File: src/rtl/pnr_pkg.sv
// -----------------------------------------------------------------------------
// pnr_pkg
// Shared definitions for the photon-number-resolving trigger sequencer:
//   - default ADC sample width and number of photon thresholds
//   - width of the photon count (enough to hold 0..NUM_TH)
//   - FSM state encoding
// -----------------------------------------------------------------------------
package pnr_pkg;

    localparam int ADC_W_DEF  = 14;
    localparam int NUM_TH_DEF = 8;
    localparam int CNT_W      = $clog2(NUM_TH_DEF + 1);

    typedef enum logic [1:0] {
        ST_ARMED   = 2'd0,
        ST_DELAY   = 2'd1,
        ST_SAMPLE  = 2'd2,
        ST_HOLDOFF = 2'd3
    } pnr_state_t;

endpackage

File: src/rtl/pnr_trig_sequencer_schmitt.sv
// -----------------------------------------------------------------------------
// pnr_schmitt
// Schmitt-style trigger detector on a registered ADC sample stream.
// An arm flag is set once the sample has moved far enough away from the
// threshold (threshold -/+ hysteresis); a fire is reported while armed and the
// sample reaches the threshold. Every fire clears the arm flag, whether or not
// the downstream sequencer accepts it.
//
// Ports
//   clk_i       processing clock
//   rst_i       asynchronous active-high reset
//   en          sample stream valid (low until the first post-reset sample)
//   sample      trigger-source sample, signed
//   threshold   trigger threshold, signed
//   hysteresis  hysteresis magnitude, unsigned
//   is_posedge  1: rising crossing, 0: falling crossing
//   fire        single-cycle fire indication (combinational from registered
//               sample and arm flag)
// -----------------------------------------------------------------------------
module pnr_schmitt #(
    parameter int ADC_W = 14
) (
    input  logic             clk_i,
    input  logic             rst_i,
    input  logic             en,
    input  logic [ADC_W-1:0] sample,
    input  logic [ADC_W-1:0] threshold,
    input  logic [ADC_W-1:0] hysteresis,
    input  logic             is_posedge,
    output logic             fire
);

    // Two extra bits so threshold -/+ hysteresis can never wrap.
    logic signed [ADC_W+1:0] smp_x;
    logic signed [ADC_W+1:0] th_x;
    logic signed [ADC_W+1:0] hy_x;
    logic signed [ADC_W+1:0] th_lo;
    logic signed [ADC_W+1:0] th_hi;
    logic                    arm_cond;
    logic                    fire_cond;
    logic                    armed_q;

    assign smp_x = {{2{sample[ADC_W-1]}}, sample};
    assign th_x  = {{2{threshold[ADC_W-1]}}, threshold};
    assign hy_x  = {2'b00, hysteresis};
    assign th_lo = th_x - hy_x;
    assign th_hi = th_x + hy_x;

    always_comb begin
        arm_cond  = 1'b0;
        fire_cond = 1'b0;
        if (is_posedge) begin
            arm_cond  = (smp_x < th_lo);
            fire_cond = (smp_x >= th_x);
        end else begin
            arm_cond  = (smp_x > th_hi);
            fire_cond = (smp_x <= th_x);
        end
    end

    assign fire = en && armed_q && fire_cond;

    always_ff @(posedge clk_i or posedge rst_i) begin
        if (rst_i) begin
            armed_q <= 1'b0;
        end else if (en) begin
            if (fire) begin
                armed_q <= 1'b0;
            end else if (arm_cond) begin
                armed_q <= 1'b1;
            end
        end
    end

endmodule

File: src/rtl/pnr_trig_sequencer.sv
// -----------------------------------------------------------------------------
// pnr_trig_sequencer
// Detects a trigger crossing on one ADC channel and, a programmable delay later,
// classifies the other channel against a set of photon thresholds. After each
// result the block stays busy until the clearance time (counted from the fire)
// has elapsed.
//
//   state   | meaning
//   --------+-----------------------------------------------------------
//   ARMED   | idle, waiting for a fire from the Schmitt detector
//   DELAY   | counting down pnr_delay before the PNR sample
//   SAMPLE  | PNR source registered and compared against thresholds
//   HOLDOFF | result issued / pending, waiting out the clearance time
//
// Ports
//   clk_i, rst_i           clock, asynchronous active-high reset
//   adc_a_i, adc_b_i       signed ADC samples
//   trig_is_adc_a          1: trigger on A, PNR on B; 0: the reverse
//   trig_threshold         signed trigger threshold
//   trig_hysteresis        unsigned hysteresis
//   trig_is_posedge        crossing direction
//   trig_clearance         re-arm holdoff in cycles, counted from the fire
//   pnr_delay              cycles between the fire and the PNR sample
//   adc_photon_threshold   NUM_TH packed signed thresholds, k in slice k
//   trig_o                 one-cycle pulse on an accepted trigger
//   busy_o                 high whenever the FSM is not ARMED
//   pnr_valid_o            one-cycle result strobe
//   pnr_count_o            photon number, held between strobes
//   event_cnt_o            completed results, wraps modulo 2^32
// -----------------------------------------------------------------------------
module pnr_trig_sequencer
    import pnr_pkg::*;
#(
    parameter int ADC_W  = ADC_W_DEF,
    parameter int NUM_TH = NUM_TH_DEF
) (
    input  logic                    clk_i,
    input  logic                    rst_i,
    input  logic [ADC_W-1:0]        adc_a_i,
    input  logic [ADC_W-1:0]        adc_b_i,
    input  logic                    trig_is_adc_a,
    input  logic [ADC_W-1:0]        trig_threshold,
    input  logic [ADC_W-1:0]        trig_hysteresis,
    input  logic                    trig_is_posedge,
    input  logic [31:0]             trig_clearance,
    input  logic [31:0]             pnr_delay,
    input  logic [NUM_TH*ADC_W-1:0] adc_photon_threshold,
    output logic                    trig_o,
    output logic                    busy_o,
    output logic                    pnr_valid_o,
    output logic [CNT_W-1:0]        pnr_count_o,
    output logic [31:0]             event_cnt_o
);

    logic [ADC_W-1:0] adc_a_q;
    logic [ADC_W-1:0] adc_b_q;
    logic             in_vld_q;

    logic [ADC_W-1:0] trig_src;
    logic [ADC_W-1:0] pnr_src;
    logic             fire;

    pnr_state_t       state_q;
    logic [31:0]      dly_cnt_q;
    logic [31:0]      clr_cnt_q;
    logic             pnr_is_b_q;
    logic [CNT_W-1:0] th_cnt;
    logic [CNT_W-1:0] cnt_q;
    logic             pend_q;

    // Input register stage; in_vld_q keeps the reset value of the sample
    // registers from being treated as a real sample.
    always_ff @(posedge clk_i or posedge rst_i) begin
        if (rst_i) begin
            adc_a_q  <= '0;
            adc_b_q  <= '0;
            in_vld_q <= 1'b0;
        end else begin
            adc_a_q  <= adc_a_i;
            adc_b_q  <= adc_b_i;
            in_vld_q <= 1'b1;
        end
    end

    // Trigger source follows the live select; the PNR source uses the select
    // captured at the fire so a mid-event change cannot swap channels.
    assign trig_src = trig_is_adc_a ? adc_a_q : adc_b_q;
    assign pnr_src  = pnr_is_b_q    ? adc_b_q : adc_a_q;

    pnr_schmitt #(
        .ADC_W (ADC_W)
    ) u_schmitt (
        .clk_i      (clk_i),
        .rst_i      (rst_i),
        .en         (in_vld_q),
        .sample     (trig_src),
        .threshold  (trig_threshold),
        .hysteresis (trig_hysteresis),
        .is_posedge (trig_is_posedge),
        .fire       (fire)
    );

    // Thermometer-style count: thresholds need not be sorted.
    always_comb begin
        th_cnt = '0;
        for (int k = 0; k < NUM_TH; k++) begin
            if ($signed(pnr_src) >= $signed(adc_photon_threshold[k*ADC_W +: ADC_W])) begin
                th_cnt = th_cnt + CNT_W'(1);
            end
        end
    end

    always_ff @(posedge clk_i or posedge rst_i) begin
        if (rst_i) begin
            state_q     <= ST_ARMED;
            dly_cnt_q   <= '0;
            clr_cnt_q   <= '0;
            pnr_is_b_q  <= 1'b0;
            cnt_q       <= '0;
            pend_q      <= 1'b0;
            trig_o      <= 1'b0;
            busy_o      <= 1'b0;
            pnr_valid_o <= 1'b0;
            pnr_count_o <= '0;
            event_cnt_o <= '0;
        end else begin
            trig_o      <= 1'b0;
            pnr_valid_o <= 1'b0;

            // Result goes out the cycle after SAMPLE.
            if (pend_q) begin
                pend_q      <= 1'b0;
                pnr_valid_o <= 1'b1;
                pnr_count_o <= cnt_q;
                event_cnt_o <= event_cnt_o + 32'd1;
            end

            // Clearance runs from the fire regardless of the sampling phase.
            if (state_q != ST_ARMED && clr_cnt_q != 32'd0) begin
                clr_cnt_q <= clr_cnt_q - 32'd1;
            end

            case (state_q)
                ST_ARMED: begin
                    if (fire) begin
                        trig_o     <= 1'b1;
                        busy_o     <= 1'b1;
                        dly_cnt_q  <= pnr_delay;
                        clr_cnt_q  <= trig_clearance;
                        pnr_is_b_q <= trig_is_adc_a;
                        state_q    <= (pnr_delay != 32'd0) ? ST_DELAY : ST_SAMPLE;
                    end
                end
                ST_DELAY: begin
                    if (dly_cnt_q <= 32'd1) begin
                        state_q <= ST_SAMPLE;
                    end else begin
                        dly_cnt_q <= dly_cnt_q - 32'd1;
                    end
                end
                ST_SAMPLE: begin
                    cnt_q   <= th_cnt;
                    pend_q  <= 1'b1;
                    state_q <= ST_HOLDOFF;
                end
                ST_HOLDOFF: begin
                    // Leave only once the result is out and clearance has run down.
                    if (!pend_q && clr_cnt_q <= 32'd1) begin
                        state_q <= ST_ARMED;
                        busy_o  <= 1'b0;
                    end
                end
                default: begin
                    state_q <= ST_ARMED;
                    busy_o  <= 1'b0;
                end
            endcase
        end
    end

endmodule

File: config.mk
export PLATFORM = sky130hd
export DESIGN_NAME = pnr_trig_sequencer
export DESIGN_NICKNAME = d
export VERILOG_FILES = /design/src/rtl/pnr_pkg.sv /design/src/rtl/pnr_trig_sequencer_schmitt.sv /design/src/rtl/pnr_trig_sequencer.sv
export SDC_FILE = /design/constraint.sdc
export NUM_CORES = 1
export LEC_CHECK = 0
export BUFFER_PORTS_ARGS = -buffer_cell sky130_fd_sc_hd__buf_2
export CAP_MARGIN = 10
export CORE_MARGIN = 3
export CORE_UTILIZATION = 45
export CTS_CLUSTER_DIAMETER = 60
export CTS_CLUSTER_SIZE = 14
export DETAILED_ROUTE_END_ITERATION = 8
export PLACE_DENSITY_LB_ADDON = 0.25
export SYNTH_ARGS = -nofsm -noshare
export SYNTH_HDL_FRONTEND = slang
export SYNTH_HIERARCHICAL = 1
export SYNTH_SLANG_ARGS = --single-unit
export TNS_END_PERCENT = 100
File: constraint.sdc
create_clock -name clk_i -period 5.7 [get_ports clk_i]
set_clock_uncertainty 0.15 [all_clocks]
set_input_delay 1.71 -clock clk_i [delete_from_list [all_inputs] [get_ports clk_i]]
set_output_delay 1.71 -clock clk_i [all_outputs]
set_load 0.05 [all_outputs]
; After elaboration in Yosys (flattened, before gate mapping)
; Cells that the tools add are included.
[classes]
n_eq_ne = 7
add_sub_neg = 12
mux = 32
reduce_logical = 17
magnitude_cmp = 14
[op_table]
columns = operator, count
row1 = 32-bit 2-to-1 mux, 5
row2 = 14-bit greater-or-equal comparator, 9
row3 = "32-bit by 1-bit <= comparator with 1-bit output, second input constant", 2
row4 = 32-bit case mux with 2 select lines, 1
row5 = 32-bit nonzero test, 2
row6 = "32-bit by 1-bit subtractor with 32-bit output, second input constant", 2
row7 = "32-bit by 1-bit adder with 32-bit output, second input constant", 1
row8 = "4-bit by 1-bit adder with 4-bit output, second input constant", 7
row9 = 14-bit 2-to-1 mux, 2
row10 = 4-bit 2-to-1 mux, 7
row11 = 14-bit by 15-bit adder with 16-bit output, 1
row12 = 14-bit by 16-bit greater-than comparator with 1-bit output, 1
row13 = 14-bit by 16-bit less-than comparator with 1-bit output, 1
row14 = 14-bit by 15-bit subtractor with 16-bit output, 1
row15 = 14-bit <= comparator, 1
row16 = 1-bit 2-to-1 mux, 11
row17 = 3-bit AND reduction, 3
row18 = 2-bit 2-to-1 mux, 4
row19 = "2-bit != test, second input constant", 4
row20 = 2-bit case mux with 4 select lines, 1
row21 = 2-bit nonzero test, 4
row22 = "2-bit equality test, second input constant", 2
row23 = 1-bit logical AND, 4
row24 = 2-bit AND reduction, 2
row25 = other kinds (4), 4
[totals]
output_inout_bits = 39
elab_cells = 97
reg_bits = 141
in_bits = 236

; Depth between registers and ports, before layout
; Gate-level depths: netlist of the first run.
[depth]
word_depth = 17
ltp_mapped = 26
depth_no_buf = 24

; By module
; Netlist of the first run, hierarchy kept.
[modules_own_cells]
columns = mod, n_inst, cells_per_inst, seq_area_each_um2, area_each_um2
row1 = pnr_trig_sequencer, 1, 1144, 3503.4, 10263.6
row2 = pnr_schmitt, 1, 328, 25.0, 2501.1

; Worst setup path after synthesis of the first run
; Ideal clock, no wire load.
[synth_path]
path_type = in2reg
start = in adc_photon_threshold[13]
end = reg cnt_q[2]
setup_ns = 0.125
n_path_buf = 0
arrival_ns = 5.800
cell_stages = 22
slack_ns = -0.374
path_cell_list = inv_1 ha_1 or3b_2 a211oi_1 o21ai_0 a22oi_1 ha_1 xor2_4 ha_1 nor2_1 a31oi_4 xor2_1 mux2_2 nor2_1 a21oi_1 ha_1 a21oi_1 o31ai_1 ha_1 nand2_1 xnor2_1 mux2_2
[synth_via]
elab_chain_cells = 16
[synth_rtl]
columns = item, line
row1 = from (decl), pnr_trig_sequencer.sv:47  ; input logic [NUM_TH*ADC_W-1:0] adc_photon_threshold,
row2 = 14-bit greater-or-equal comparator (*), pnr_trig_sequencer.sv:107  ; if ($signed(pnr_src) >= $signed(adc_photon_threshold[k*ADC_W +: ADC_W])) begin
row3 = 1-bit 2-to-1 mux (*), pnr_trig_sequencer.sv:107
row4 = 4-bit by 1-bit adder with 4-bit output, pnr_trig_sequencer.sv:108  ; th_cnt = th_cnt + CNT_W'(1);
row5 = 4-bit 2-to-1 mux (*), pnr_trig_sequencer.sv:107
row6 = 4-bit by 1-bit adder with 4-bit output, pnr_trig_sequencer.sv:108
row7 = 4-bit 2-to-1 mux (*), pnr_trig_sequencer.sv:107
row8 = 4-bit by 1-bit adder with 4-bit output, pnr_trig_sequencer.sv:108
row9 = 4-bit 2-to-1 mux (*), pnr_trig_sequencer.sv:107
row10 = 4-bit by 1-bit adder with 4-bit output, pnr_trig_sequencer.sv:108
row11 = 4-bit 2-to-1 mux (*), pnr_trig_sequencer.sv:107
row12 = 4-bit by 1-bit adder with 4-bit output, pnr_trig_sequencer.sv:108
row13 = 4-bit 2-to-1 mux (*), pnr_trig_sequencer.sv:107
row14 = 4-bit by 1-bit adder with 4-bit output, pnr_trig_sequencer.sv:108
row15 = 4-bit 2-to-1 mux (*), pnr_trig_sequencer.sv:107
row16 = 4-bit by 1-bit adder with 4-bit output, pnr_trig_sequencer.sv:108
row17 = 4-bit 2-to-1 mux (*), pnr_trig_sequencer.sv:107
row18 = to (signal assigned), pnr_trig_sequencer.sv:162  ; cnt_q <= th_cnt;
row19 = to (decl), pnr_trig_sequencer.sv:68  ; logic [CNT_W-1:0] cnt_q;
; Every way passes the cells marked *; elsewhere a longest branch is shown, timed or not.
; A chain may end at the register's enable or synchronous reset.

; Worst setup path after layout of the first run
[layout_path]
start = in adc_photon_threshold[27]
end = reg cnt_q[2]
[layout_via]
elab_chain_cells = 14
[layout_rtl]
columns = item, line
row1 = 14-bit greater-or-equal comparator (*), pnr_trig_sequencer.sv:107
row2 = 4-bit 2-to-1 mux (*), pnr_trig_sequencer.sv:107
row3 = 4-bit by 1-bit adder with 4-bit output, pnr_trig_sequencer.sv:108
row4 = 4-bit 2-to-1 mux (*), pnr_trig_sequencer.sv:107
row5 = 4-bit by 1-bit adder with 4-bit output, pnr_trig_sequencer.sv:108
row6 = 4-bit 2-to-1 mux (*), pnr_trig_sequencer.sv:107
row7 = 4-bit by 1-bit adder with 4-bit output, pnr_trig_sequencer.sv:108
row8 = 4-bit 2-to-1 mux (*), pnr_trig_sequencer.sv:107
row9 = 4-bit by 1-bit adder with 4-bit output, pnr_trig_sequencer.sv:108
row10 = 4-bit 2-to-1 mux (*), pnr_trig_sequencer.sv:107
row11 = 4-bit by 1-bit adder with 4-bit output, pnr_trig_sequencer.sv:108
row12 = 4-bit 2-to-1 mux (*), pnr_trig_sequencer.sv:107
row13 = 4-bit by 1-bit adder with 4-bit output, pnr_trig_sequencer.sv:108
row14 = 4-bit 2-to-1 mux (*), pnr_trig_sequencer.sv:107
; Marks and branches as above.

==> impl_metrics.toml, run 1 <==
[status]
status = "completed"

[worst_setup_path]
crit_path_max_incr_delay_ps = 440
critical_path_cell_count = 23
critPathBufInv = 4
cp-endpoint = "cnt_q[2]$_DFFE_PP0P_"
required_ps = 5850
path_cells = "buf_2 -> inv_1 -> ha_4 -> nand4_1 -> or3_4 -> o21ai_2 -> a211oi_2 -> buf_4 -> or3_4 -> nand2_1 -> xnor2_1 -> o21ai_1 -> ha_1 -> xnor2_1 -> mux2i_1 -> a21oi_2 -> ha_2 -> o311ai_4 -> xnor2_2 -> xnor2_1 -> buf_4 -> xnor2_1 -> mux2_2"
r2r_end = "cnt_q[2]$_DFFE_PP0P_"
start_kind = "input port"
cp-startpoint = "adc_photon_threshold[27]"
critPathCaptureType = "register"
worstRegToRegCells = 23
timing.critical_path.mode_cell = "xnor2_1"
arrival_ps = 5750
critical_path_class = "input port to register"
cp_max_fo = 3
reg2reg_slack_ps = 270
regToRegStartpoint = "pnr_is_b_q$_DFFE_PP0P_"
cpMaxStageDelayCell = "or3_4"
critical-path-top-delay-family = "simple AND/OR/NAND/NOR gates"

[die]
dieHeight_um = 174
rows = 61
io_pins = 275
floorplan.initialDensity_pct = 45.8
core_um2 = 27900
die_w_um = 174
dieArea_um2 = 30400

[power_and_ir_drop]
leakage_nw = 7.82
powerDensity_nw_per_um2 = 479
irDropWorstVdd_mv = 0.403

[placement]
place_hpwl_mm = 27.9
dpl_worst_slack_ps = -391
io_buffers = 274
place_congestion = 0.918
placedInstanceArea_um2 = 15000

[finish]
fin_area_um2 = 15800
drive_gt1_share_pct = 25.9
nNetsFinal = 2225
areaGrowthSynthToFinish_pct = 23.9

[grt]
grt_antenna_before_repair = 3
grt_max_degree = 81
grt-ovfl-total = 0
track_usage_pct = 22.3
grt_pass1_wl_mm = 56.0
first_global_vias = 11669

[routing]
drc_errors = 0
via_per_inst = 5.35
drtIter0Drc = 560
drt_first_pass_iters = 5
num_vias = 11658
ant_nets = 0
drt-wirelength-per-cell_um = 15.9
routed_wl_mm = 34.6

[clock_network]
clk_pin_slew_ps = 70
cts_buffer_depth = 2
numCtsBuffers = 17
ctsHoldBuffers = 0
cts_max_level = 4
clkLatencyLatePin_ps = 420
cts_tree = "done"
cts_root_buffer = "clkbuf_16"
clock-sinks = 141

[synth]
synth_area_leaders = "dfrtp_1 28%, ha_1 20%, inv_1 5.5%, xnor2_1 4.7%, a21oi_1 3.8%"
yosysUniqueCellTypes = 82
syn-num-nets = 1913
synth_seq_area_share_pct = 27.6
synthesis.area_um2 = 12800
synth-compound-area-share_pct = 17.2
ys_seq_elements = 141
ys.warnings.count = 6
synth_fa_ha_area_share_pct = 20.2
synth_enable_flop_cells = 0
netlist_instances = 1472
yosys.area.top_type_share_pct = 27.6
async_flop_share_pct = 100
avgSynthCellArea_um2 = 8.67
yosysTopAreaCell = "dfrtp_1"
synth_xor_area_share_pct = 7.36
synth_ff_type = "dfrtp_1"
synth_simple_gate_area_share_pct = 16.5
synth_top_family_by_area = "adder cells"
synth.mux.area_fraction_pct = 4.21

[worst_hold_path]
hp-start = "event_cnt_o[31]$_DFFE_PP0P_"
hold_class = "register to register"

[sta]
fin_crit_sh_pct = 98.2
finalCriticalPeriod_ps = 5600
fmax_mhz = 179
slew_viol_final = 0
relSlewSlack_pct = 41.4
hold_viol_final = 0
setup_viol = 0
finalWorstSetupSlack_ps = 104
worstMarginPinSlew_ps = 869

[flow_run]
drv_cap = 0
-- what timing repair did --
item                       4_1_cts  5_1_grt
resized for setup                0       33
buffers inserted                 0        4
setup endpoints to repair        0        3
-- stage by stage --
stage | hold WS (ps) | instances | util, % | power [mW] | TNS (ps)
floorplan | 222 | 1472 | - | 4.84 | 0
global placement | 305 | 2140 | 53.8 | 5.97 | -618
detailed placement | 310 | 2140 | 53.8 | 6.13 | -1010
CTS | 320 | 2172 | 56.1 | 7.31 | 0
global route | 325 | 2178 | 56.8 | 8.25 | -249
finish | 319 | 2178 | 56.8 | 7.58 | 0
-- routing by layer --
layer | GRT usage, % | vias up | wire length (µm) | share of wire [%]
li1 | - | 5878 | - | -
met1 | 29.0 | 5445 | 15600 | 45
met2 | 38.5 | 280 | 16800 | 48
met3 | 3.21 | 55 | 1470 | 4.2
met4 | 6.77 | 0 | 804 | 2.3
met5 | 0 | - | 0 | 0
-- kinds of logic (layout without fill, tap and decap cells) --
| group | count (synthesis) | after routing |
|---|---|---|
| and+or+nand+nor | 411 | 411 |
| AOI/OAI and AO/OA | 340 | 340 |
| buffers and inverters | 225 | 550 |
| adders and majority gates | 205 | 205 |
| DFF | 141 | 141 |
| xor gates and xnor gates | 100 | 100 |
| muxes | 49 | 49 |
| other | 1 | 4 |
-- placed cells by master (no fill, tap or decap), types with 5 or more instances in the layout --
cell	synthesis	layout
xnor2_1	68	66
or4_1	8	8
nor2_1	78	75
buf_4	0	52
a211oi_1	13	8
xor2_1	27	26
mux2i_1	12	12
a31o_2	7	7
and4_1	6	6
o22ai_1	31	31
o21ai_0	84	80
nor4_1	24	24
nor3b_1	6	6
o221ai_1	5	5
nand3_1	48	48
inv_1	187	184
and3_1	9	9
nor2b_1	17	17
or3_1	12	11
mux2_2	37	35
a31oi_1	9	8
a21o_1	16	16
and2_1	9	9
nand2b_1	12	12
ha_4	0	9
nand2_1	96	96
nand4_1	34	34
a211o_1	6	6
nor3_1	32	32
buf_2	5	273
ha_1	203	192
o211ai_1	9	9
clkinv_8	0	7
dfrtp_1	141	141
o31ai_1	8	7
a21oi_2	0	5
o21bai_1	11	11
a21oi_1	97	92
clkbuf_16	0	17
-- cell usage after synthesis (13+ instances only) --
library cell  count
o22ai_1          31
xnor2_1          68
ha_1            203
nand2_1          96
dfrtp_1         141
nor3_1           32
clkbuf_1         26
nor2_1           78
a21o_1           16
nor2b_1          17
nand4_1          34
nor4_1           24
inv_1           187
nand3_1          48
a211oi_1         13
a21oi_1          97
mux2_2           37
o21ai_0          84
xor2_1           27
-- how the worst min path moves through the flow --
stage	endpoint	slack [ps]	depth (start not counted)
CTS	event_cnt_o[31]$_DFFE_PP0P_	320	1
floorplan	pnr_valid_o$_DFF_PP0_	220	0
global placement	event_cnt_o[31]$_DFFE_PP0P_	300	1
global route	event_cnt_o[31]$_DFFE_PP0P_	330	1
finish	event_cnt_o[31]$_DFFE_PP0P_	320	1
detailed placement	event_cnt_o[31]$_DFFE_PP0P_	310	1
-- worst register-to-register path: cells and delay by family, from the launching register on --
| kind | cells | cell delay [ps] |
|---|---|---|
| adders and majority gates | 3 | 700 |
| muxes | 3 | 860 |
| AOI/OAI and AO/OA | 6 | 1080 |
| xor gates and xnor gates | 5 | 770 |
| and+or+nand+nor | 3 | 580 |
| buffers and inverters | 3 | 680 |
| DFF | 1 | 520 |
-- flip-flops by register name, indices dropped and copies added (netlist names), 2 cells and up --
signal / cells
adc_a_q: 14
clr_cnt_q: 32
pnr_count_o: 4
adc_b_q: 14
event_cnt_o: 32
state_q: 2
cnt_q: 4
dly_cnt_q: 32
-- report_power, final --
part / total [mW] / internal, mW / leakage, nW / switching (mW)
clock: 1.14 / 0.598 / 0.299 / 0.538
sequential: 1.66 / 1.32 / 1.73 / 0.341
combinational: 4.78 / 2.34 / 5.80 / 2.44
-- cell type report --
type,instances,area (µm²)
Tap cell,378,473
Sequential cell,141,3530
Multi-Input combinational cell,1106,8650
Clock buffer,17,425
Timing Repair Buffer,329,1830
Inverter,189,717
Fill cell,2581,12000
Clock inverter,15,194
Antenna cell,3,7.51
(Power assumes the default switching activity.)
==> inputs of run 2 (changes only) <==
--- a/config.mk
+++ b/config.mk
@@ -12,6 +12,7 @@
 export CTS_CLUSTER_DIAMETER = 60
 export CTS_CLUSTER_SIZE = 14
 export DETAILED_ROUTE_END_ITERATION = 8
+export MAX_ROUTING_LAYER = met4
 export PLACE_DENSITY_LB_ADDON = 0.25
 export SYNTH_ARGS = -nofsm -noshare
 export SYNTH_HDL_FRONTEND = slang
==> impl_metrics.toml, run 2 (synthesized netlist as in run 1, its figures left out) <==
[status]
status = "completed"

[routing]
num_vias = 11765
via_per_inst = 5.39
drt-wirelength-per-cell_um = 16.0
drtIter0Drc = 492
drt_first_pass_iters = 5
ant_nets = 0
routed_wl_mm = 35.0
drc_errors = 0

[finish]
largest_registers = "clr_cnt_q (32), dly_cnt_q (32), event_cnt_o (32)"
post-route-util_pct = 57.0
nNetsFinal = 2230
areaGrowthSynthToFinish_pct = 24.4
layout_commonest_cell = "buf_2"
drive_gt1_share_pct = 26.5
mostFrequentLayoutCells = "274 x buf_2, 189 x ha_1, 181 x inv_1, 141 x dfrtp_1, 95 x nand2_1"

[die]
die_w_um = 174
rows = 61
io_pins = 275
dieHeight_um = 174
dieArea_um2 = 30400
core_um2 = 27900
floorplan.initialDensity_pct = 45.8

[sta]
fmax_mhz = 179
slew_viol_final = 0
worstMarginPinSlew_ps = 872
setup_viol = 0
fin_crit_sh_pct = 98.1
relSlewSlack_pct = 41.3
hold_viol_final = 0
finalWorstSetupSlack_ps = 106
finalCriticalPeriod_ps = 5590

[worst_setup_path]
start_kind = "input port"
reg2reg_slack_ps = 280
critical-path-top-delay-family = "simple AND/OR/NAND/NOR gates"
arrival_ps = 5730
critPathCaptureType = "register"
critical_path_class = "input port to register"
path_cells = "buf_2 -> inv_1 -> ha_4 -> nand4_1 -> or3_4 -> o21ai_4 -> a211oi_4 -> buf_4 -> or3_4 -> nand2_2 -> xnor2_2 -> o21ai_1 -> ha_1 -> xnor2_1 -> mux2i_1 -> a21oi_2 -> ha_2 -> o311ai_4 -> xnor2_1 -> xnor2_1 -> buf_4 -> xnor2_1 -> mux2_2"
critical_path_cell_count = 23
cp_max_fo = 3
cp-startpoint = "adc_photon_threshold[26]"
regToRegStartpoint = "pnr_is_b_q$_DFFE_PP0P_"
critPathBufInv = 4
crit_path_max_incr_delay_ps = 440
r2r_end = "cnt_q[2]$_DFFE_PP0P_"
cp-endpoint = "cnt_q[2]$_DFFE_PP0P_"
timing.critical_path.mode_cell = "xnor2_1"
cpMaxStageDelayCell = "or3_4"
worstRegToRegCells = 24
required_ps = 5840

[power_and_ir_drop]
p_sw_share_pct = 43.4
p_sw_mw = 3.28
p_int_mw = 4.27
powerDensity_nw_per_um2 = 476
p_total_mw = 7.55
irDropWorstVdd_mv = 0.454
power_frac_clock_pct = 14.5
leakage_nw = 7.82
comb_power_share_pct = 63.5
seqPwrFrac_pct = 22.0

[clock_network]
clock-sinks = 141
cts_root_buffer = "clkbuf_16"
ctsHoldBuffers = 0
numCtsBuffers = 17
clk_pin_slew_ps = 70
cts_max_level = 4
cts_tree = "done"
cts_buffer_depth = 2
clkLatencyLatePin_ps = 420

[worst_hold_path]
hold_class = "register to register"

[grt]
grt_use_met3_pct = 2.73
track_usage_pct = 23.1
busiest_layer = "met2"
grt_pass1_wl_mm = 56.0
first_global_vias = 11695
gr-usage-met1_pct = 28.5
grt-ovfl-total = 0
grt_util_met2_pct = 38.7
grt_antenna_before_repair = 4
grt_max_degree = 94

[placement]
place_congestion = 0.921
io_buffers = 274
dpl_worst_slack_ps = -398
place_hpwl_mm = 28.0

[flow_run]
drv_cap = 0
[run 2: cell types whose count changed in the layout (fill, tap and decap cells not counted), sizes merged]
cell      delta
buf          +5
clkinv       -6
clkinvlp     +2
diode        +1
clkbuf       +1
inv          +2
bufinv       +1
[run 2: worst min path at each step]
stage,from,end,slack [ps],depth (start not counted)
6_report,event_cnt_o[31]$_DFFE_PP0P_,event_cnt_o[31]$_DFFE_PP0P_,320,1
5_1_grt,event_cnt_o[31]$_DFFE_PP0P_,event_cnt_o[31]$_DFFE_PP0P_,340,1
4_1_cts,event_cnt_o[31]$_DFFE_PP0P_,event_cnt_o[31]$_DFFE_PP0P_,320,1
3_5_place_dp,event_cnt_o[31]$_DFFE_PP0P_,event_cnt_o[31]$_DFFE_PP0P_,310,1
3_3_place_gp,event_cnt_o[31]$_DFFE_PP0P_,event_cnt_o[31]$_DFFE_PP0P_,310,1
2_1_floorplan,pend_q$_DFF_PP0_,pnr_valid_o$_DFF_PP0_,220,0
[run 2: final cells by class]
type                            instances  area, µm²
Antenna cell                            4       10.0
Clock buffer                           18        429
Clock inverter                         14        149
Fill cell                            2637      12000
Inverter                              189        714
Multi-Input combinational cell       1106       8710
Sequential cell                       141       3530
Tap cell                              378        473
Timing Repair Buffer                  334       1860
[run 2: worst register-to-register path: stages (launching register included)]
cell	delay [ps]
dfrtp_1	520
buf_4	250
mux2_2	410
buf_4	210
ha_1	310
nand4_1	90
nor4_2	300
a22oi_2	130
buf_6	150
buf_4	140
or3_4	370
nand2_2	80
xnor2_2	100
o21ai_1	110
ha_1	330
xnor2_1	160
mux2i_1	110
a21oi_2	160
ha_2	210
o311ai_4	90
xnor2_1	170
xnor2_1	280
buf_4	170
xnor2_1	60
mux2_2	260
[run 2: stage by stage]
| step | hold slack (ps) | cell area [µm²] | std cells | setup TNS [ps] |
|---|---|---|---|---|
| floorplan | 222 | 12900 | 1472 | 0 |
| global placement | 305 | 15000 | 2144 | -617 |
| detailed placement | 312 | 15000 | 2144 | -1040 |
| CTS | 322 | 15600 | 2176 | 0 |
| global route | 335 | 15900 | 2184 | -142 |
| finish | 323 | 15900 | 2184 | 0 |
[run 2: per-layer routing]
layer | wire, µm | part of all wire, %
met1 | 15700 | 45
met3 | 1260 | 3.6
met2 | 17000 | 48
met5 | 0 | 0
met4 | 1110 | 3.2
[run 2: repair_timing]
item                       CTS  global route
buffers inserted             0             5
hold endpoints to repair     0             0
gates resized for setup      0            41
setup endpoints to repair    0             3
[run 2: power by group through the flow]
| stage | sequential (mW) | combinational [mW] | clock (mW) |
|---|---|---|---|
| detailed placement | 1.67 | 4.47 | 0 |
| global route | 1.72 | 5.36 | 1.17 |
| finish | 1.66 | 4.79 | 1.10 |
| floorplan | 1.71 | 3.13 | 0 |
| CTS | 1.66 | 4.50 | 1.14 |
| global placement | 1.66 | 4.32 | 0 |
